## src/rtl/aes_pkg.sv

```systemverilog
// Shared AES definitions: word/block widths, round count,
// GF(2^8) doubling and the key-schedule FSM states.
package aes_pkg;

  localparam int AES_WORD_BITS  = 32;
  localparam int AES_BLOCK_BITS = 128;

  typedef enum logic [1:0] {
    IDLE,
    RUN,
    DRAIN
  } state_t;

  function automatic int nr_of(input int nk);
    return nk + 6;
  endfunction

  function automatic logic [7:0] xtime(
    input logic [7:0] b
  );
    return {b[6:0], 1'b0} ^
           (b[7] ? 8'h1b : 8'h00);
  endfunction

endpackage

```

## src/rtl/aes_sbox.sv

```systemverilog
// AES forward S-box cell, one byte in, one byte out.
// Table row n holds the outputs for inputs 16n..16n+15.
module aes_sbox (
  input  logic [7:0] a,
  output logic [7:0] y
);

  localparam logic [0:255][7:0] LUT = {
    128'h637c777bf26b6fc53001672bfed7ab76,
    128'hca82c97dfa5947f0add4a2af9ca472c0,
    128'hb7fd9326363ff7cc34a5e5f171d83115,
    128'h04c723c31896059a071280e2eb27b275,
    128'h09832c1a1b6e5aa0523bd6b329e32f84,
    128'h53d100ed20fcb15b6acbbe394a4c58cf,
    128'hd0efaafb434d338545f9027f503c9fa8,
    128'h51a3408f929d38f5bcb6da2110fff3d2,
    128'hcd0c13ec5f974417c4a77e3d645d1973,
    128'h60814fdc222a908846eeb814de5e0bdb,
    128'he0323a0a4906245cc2d3ac629195e479,
    128'he7c8376d8dd54ea96c56f4ea657aae08,
    128'hba78252e1ca6b4c6e8dd741f4bbd8b8a,
    128'h703eb5664803f60e613557b986c11d9e,
    128'he1f8981169d98e949b1e87e9ce5528df,
    128'h8ca1890dbfe6426841992d0fb054bb16
  };

  assign y = LUT[a];

endmodule

```

## src/rtl/key_word_xform.sv

```systemverilog
// Combinational t-term of the key schedule from w[i-1],
// rcon and the i mod Nk phase; shares one 4-byte S-box row.
module key_word_xform
  import aes_pkg::*;
#(
  parameter int NK = 4
) (
  input  logic [AES_WORD_BITS-1:0] prev,
  input  logic [7:0]               rcon,
  input  logic [2:0]               ph,
  output logic [AES_WORD_BITS-1:0] t
);

  logic                     rot_ph;
  logic                     sub_ph;
  logic [AES_WORD_BITS-1:0] sin;
  logic [AES_WORD_BITS-1:0] sout;

  assign rot_ph = (ph == 3'd0);
  assign sub_ph = (NK == 8) && (ph == 3'd4);

  // one S-box row serves both the rotated and plain SubWord
  assign sin = rot_ph ? {prev[23:0], prev[31:24]}
                      : prev;

  for (genvar b = 0; b < 4; b++) begin : g_sb
    aes_sbox u_sb (
      .a(sin[8*b +: 8]),
      .y(sout[8*b +: 8])
    );
  end

  always_comb begin
    t = prev;
    unique case (1'b1)
      rot_ph:  t = sout ^ {rcon, 24'h0};
      sub_ph:  t = sout;
      default: t = prev;
    endcase
  end

endmodule

```

## src/rtl/key_schedule_engine.sv

```systemverilog
// Iterative AES key expansion, one schedule word per cycle.
// Optional KEYEXP_FINAL_KEY_EN exposes the last Nk words.
module key_schedule_engine
  import aes_pkg::*;
#(
  parameter int KEY_BITS = 128
) (
  input  logic                      clk,
  input  logic                      rst,
  input  logic                      start,
  input  logic [KEY_BITS-1:0]       key_in,
  output logic                      busy,
  output logic                      rk_valid,
  input  logic                      rk_ready,
  output logic [AES_BLOCK_BITS-1:0] rk_data,
  output logic [3:0]                rk_index,
  output logic                      done
`ifdef KEYEXP_FINAL_KEY_EN
  ,
  output logic [KEY_BITS-1:0]       final_key,
  output logic                      final_key_valid
`endif
);

  localparam int NK = KEY_BITS / AES_WORD_BITS;
  localparam int NR = nr_of(NK);
  localparam int NW = 4 * (NR + 1);

  if (KEY_BITS != 128 && KEY_BITS != 192 &&
      KEY_BITS != 256) begin : g_bad_key
    $error("KEY_BITS must be 128, 192 or 256");
  end

  state_t state;
  state_t state_nx;

  logic [0:NK-1][AES_WORD_BITS-1:0] win;
  logic [0:2][AES_WORD_BITS-1:0]    acc;
  logic [AES_WORD_BITS-1:0]         t;
  logic [AES_WORD_BITS-1:0]         nw;
  logic [5:0]                       i;
  logic [2:0]                       ph;
  logic [1:0]                       acc_n;
  logic [7:0]                       rcon;
  logic                             acc_start;
  logic                             stall;
  logic                             gen;
  logic                             last;
  logic                             load;
  logic                             hs;

  assign acc_start = (state == IDLE) & start;
  assign hs    = rk_valid & rk_ready;
  assign stall = (acc_n == 2'd3) & rk_valid &
                 ~rk_ready;
  assign gen   = (state == RUN) & ~stall;
  assign last  = (i == 6'(NW - 1));
  assign load  = gen & (acc_n == 2'd3);
  assign busy  = (state != IDLE);

  // win[0] is w[i-Nk], win[NK-1] is w[i-1]
  assign nw = (i < 6'(NK)) ? win[0] : win[0] ^ t;

  key_word_xform #(
    .NK(NK)
  ) u_xform (
    .prev(win[NK-1]),
    .rcon(rcon),
    .ph  (ph),
    .t   (t)
  );

  always_ff @(posedge clk or posedge rst) begin
    if (rst) state <= IDLE;
    else     state <= state_nx;
  end

  always_comb begin
    state_nx = state;
    case (state)
      IDLE:    if (start)       state_nx = RUN;
      RUN:     if (gen && last) state_nx = DRAIN;
      DRAIN:   if (hs)          state_nx = IDLE;
      default:                  state_nx = IDLE;
    endcase
  end

  always_ff @(posedge clk or posedge rst) begin
    if (rst) begin
      win      <= '0;
      acc      <= '0;
      i        <= '0;
      ph       <= '0;
      acc_n    <= '0;
      rcon     <= 8'h01;
      rk_valid <= 1'b0;
      rk_data  <= '0;
      rk_index <= '0;
      done     <= 1'b0;
    end else begin
      done <= (state == DRAIN) & hs;
      if (acc_start) begin
        win   <= key_in;
        i     <= '0;
        ph    <= '0;
        acc_n <= '0;
        rcon  <= 8'h01;
      end else if (gen) begin
        // key words recirculate so win is w0..w(Nk-1) at i=Nk
        for (int j = 0; j < NK - 1; j++)
          win[j] <= win[j+1];
        win[NK-1] <= nw;
        i  <= i + 6'd1;
        ph <= (ph == 3'(NK - 1)) ? 3'd0
                                 : ph + 3'd1;
        if (i >= 6'(NK) && ph == 3'd0)
          rcon <= xtime(rcon);
        acc   <= {acc[1], acc[2], nw};
        acc_n <= acc_n + 2'd1;
      end
      if (load) begin
        rk_data  <= {acc, nw};
        rk_index <= i[5:2];
      end
      if (load)    rk_valid <= 1'b1;
      else if (hs) rk_valid <= 1'b0;
    end
  end

`ifdef KEYEXP_FINAL_KEY_EN
  assign final_key = win;

  always_ff @(posedge clk or posedge rst) begin
    if (rst)
      final_key_valid <= 1'b0;
    else if (acc_start)
      final_key_valid <= 1'b0;
    else if (state == DRAIN && hs)
      final_key_valid <= 1'b1;
  end
`endif

endmodule

```

## config.mk

```make
export PLATFORM = sky130hd
export DESIGN_NAME = key_schedule_engine
export DESIGN_NICKNAME = d
export VERILOG_FILES = /design/src/rtl/aes_pkg.sv /design/src/rtl/aes_sbox.sv /design/src/rtl/key_word_xform.sv /design/src/rtl/key_schedule_engine.sv
export SDC_FILE = /design/constraint.sdc
export NUM_CORES = 2
export LEC_CHECK = 0
export ABC_AREA = 1
export CAP_MARGIN = 0
export CORE_MARGIN = 5
export CORE_UTILIZATION = 50
export CTS_CLUSTER_SIZE = 28
export DETAILED_ROUTE_END_ITERATION = 16
export PLACE_DENSITY_LB_ADDON = 0.08
export SLEW_MARGIN = 10
export SYNTH_ARGS = -nofsm -noshare
export SYNTH_HDL_FRONTEND = slang
export SYNTH_HIERARCHICAL = 1
export SYNTH_SLANG_ARGS = --single-unit
```

## constraint.sdc

```tcl
create_clock -name clk -period 21.9 [get_ports clk]
set_clock_uncertainty 0.2 [all_clocks]
set_input_delay 2.19 -clock clk [delete_from_list [all_inputs] [get_ports clk]]
set_output_delay 2.19 -clock clk [all_outputs]
set_load 0.02 [all_outputs]
```

==> flow_metrics.env <==
export IMPL_synth_area_leaders="dfrtp_1 32%, nand2_1 24%, nand3_1 19%"
export IMPL_grt_pass1_wl_mm=192
export IMPL_grt_max_degree=168
export IMPL_status="completed"
export IMPL_cp_required_ns=22.20
export IMPL_avgSynthCellArea_um2=6.26
export IMPL_synth_cells=4706
export IMPL_max_clock_freq_mhz=162
export IMPL_synth_cell_type_count=36
export IMPL_wirelength_mm=127
export IMPL_synth_most_common_cell="nand2_1"
export IMPL_dr_pass1_iters=8
export IMPL_cts_tree="yes"
export IMPL_die_x_um=253
export IMPL_root_buffer="clkbuf_16"
export IMPL_clk_latency_ns=0.58
export IMPL_yosys_warnings=6
export IMPL_synth_nets=4903
export IMPL_final_net_count=4937
export IMPL_maxSlewHeadroom_pct=32.2
export IMPL_io_pins=267
export IMPL_core_um2=58700
export IMPL_numCtsBuffers=41
export IMPL_drcViolationCount=0
export IMPL_post_drt_wl_per_cell_um=22.9
export IMPL_vias=33824
export IMPL_antenna_found_initial=2
export IMPL_cpMaxStageDelayCell="buf_4"
export IMPL_postCtsSetupBuffers=0
export IMPL_dpl_hpwl_mm=88.4
export IMPL_cp_top_family="buffers and inverters"
export IMPL_drt_initial_drc_count=4980
export IMPL_htreeDepth=2
export IMPL_synth_seq_cells=379
export IMPL_die_area_um2=63900
export IMPL_finalCriticalPeriod_ns=6.16
export IMPL_crit_top_cell="buf_4"
export IMPL_overflow=0
export IMPL_grt_pass1_vias=31000
export IMPL_cts_resized=0
export IMPL_syn_area_um2=29500
export IMPL_cp_arrival_ns=6.46
export IMPL_path_buf_inv=5
export IMPL_ys_seq_area_share_pct=32.2
export IMPL_synth_area_leader_cell="dfrtp_1"
export IMPL_hold_violations=0
export IMPL_synth_top_area_share_pct=32.1
export IMPL_critPathMaxStageDelay_ns=0.79
export IMPL_max_cap_violations=0
export IMPL_postCtsHoldBufs=0
export IMPL_synthArstFlopShare_pct=100
export IMPL_finalSetupViolations=0
export IMPL_synthFlopType="dfrtp_1"
export IMPL_viasPerCell=6.10
export IMPL_drive_gt1_share_pct=5.60
export IMPL_initial_core_util_pct=50.2
export IMPL_clk_pin_slew_ns=0.07
export IMPL_ys_top_cells_by_count="1892 x nand2_1, 1133 x nand3_1, 378 x dfrtp_1"
export IMPL_synth_edf_count=0
export IMPL_cp_end_kind="flip-flop"
export IMPL_port_buffers=266
export IMPL_clockBufferDepth=3
export IMPL_rows=89
export IMPL_grtUsageTotal_pct=38.2
export IMPL_crit_type="input pin to flip-flop"
export IMPL_tightestPinTransition_ns=1.01
export IMPL_syn_to_final_growth_pct=11.9
export IMPL_gp_congestion=1.03
export IMPL_rsz0062_at_grt="no"
export IMPL_hold_class="flip-flop to flip-flop"
export IMPL_dieHeight_um=253
export IMPL_drv_slew=0
export IMPL_path_cells="clkdlybuf4s50_1, inv_1, nand3_1, nand2_8, inv_6, nand2_4, buf_4, buf_4, nand2_1, o21ai_1"
export IMPL_ant_nets=0
export IMPL_clock_sinks=379
export IMPL_fin_tns_setup_ns=0
export IMPL_worst_setup_path_start_kind="input pin"
export IMPL_fin_crit_sh_pct=28.1
export IMPL_cp_max_fo=167
export IMPL_reg2reg_slack_ns=16.30
cell type report:
class | instances | area (um^2)
Multi-Input combinational cell | 3694 | 16900
Timing Repair Buffer | 309 | 2990
Tap cell | 773 | 967
Fill cell | 5799 | 25700
Clock buffer | 55 | 1160
Clock inverter | 20 | 215
Inverter | 315 | 1210
Sequential cell | 379 | 9490
Antenna cell | 3 | 7.51
stage by stage:
stage / hold WS [ns] / cell area [um^2] / utilization (%) / worst slack, ns / instances
detailed placement: 0.259 / 31600 / 53.8 / 15.16 / 5470
global placement: 0.248 / 31600 / 53.8 / 15.28 / 5470
finish: 0.269 / 33000 / 56.1 / 15.74 / 5548
global route: 0.289 / 32900 / 56.1 / 15.36 / 5547
CTS: 0.270 / 32900 / 56.1 / 15.77 / 5545
floorplan: 0.242 / 29500 / - / 8.98 / 4706
registers in the layout, summed over array words and instances, names as in the netlist:
register / flops
rk_data: 128
win: 128
acc: 96
rcon: 8
i: 6
rk_index: 4
ph: 3
acc_n: 2
state: 2
done: 1
rk_valid: 1
kinds of logic (layout without fill, tap and decap cells):
group | count (synthesis) | after routing | share of synthesized area, %
compound gates | 339 | 339 | 5.99
xor+xnor | 3 | 3 | 0.0892
fa+ha+maj | 65 | 65 | 2.76
buf+inv | 633 | 699 | 10.5
flops | 379 | 379 | 32.2
other cells | 0 | 3 | 0
simple gates | 3287 | 3287 | 48.4
worst min-delay path, cell delays in order (launching register included):
cell and delay [ns]:
dfrtp_1 0.34, nand2_1 0.05, nand2_1 0.05
cell usage in the layout (no fill, tap or decap), types with 3 or more instances in the layout:
cell             Yosys  routed
diode_2              0       3
clkbuf_1            50       6
nand3b_1             7       7
o211ai_1            12      12
o21ai_0            125     125
nand4_1             28      28
o21a_1               4       4
a31oi_1              4       4
inv_1              291     288
clkdlybuf4s50_1      0     266
o21ai_1            100     100
nor2_4               8      10
nand2_4              8      10
nand2_2             53      54
nand3_1           1133    1133
clkinvlp_4           0       4
inv_6                0       3
dfrtp_1            378     378
buf_4               46      43
inv_4                6       8
clkbuf_16            0      41
ha_1                65      65
nor2_1             106     106
a21oi_1             88      88
clkbuf_8             0       8
inv_2               18      17
nand3_2              8       8
a21oi_2              6       6
clkinv_2             0       9
nand2_1           1892    1888
nor2_2              36      34
path summary, 6_finish.rpt:
kind	depth (start not counted)	from	endpoint
min in group asynchronous	2	rst	i[1]
min reg2reg	2	acc[64]	rk_data[96]
max in group asynchronous	4	rst	acc[24]
min	2	acc[64]	rk_data[96]
max reg2reg	29	ph[1]	acc[26]
max	10	rk_ready	rk_data[87]
per-layer routing:
metal	vias up	global-route usage [%]	wire length, um
met4	0	15.8	6740
met3	443	7.19	14500
met5	-	0	0
met2	2350	57.2	54700
li1	15309	-	-
met1	15722	54.6	51200
Power is left out: the tool's default activity adds up to more than one toggle a clock period on the data nets, which glitch-free logic cannot reach.
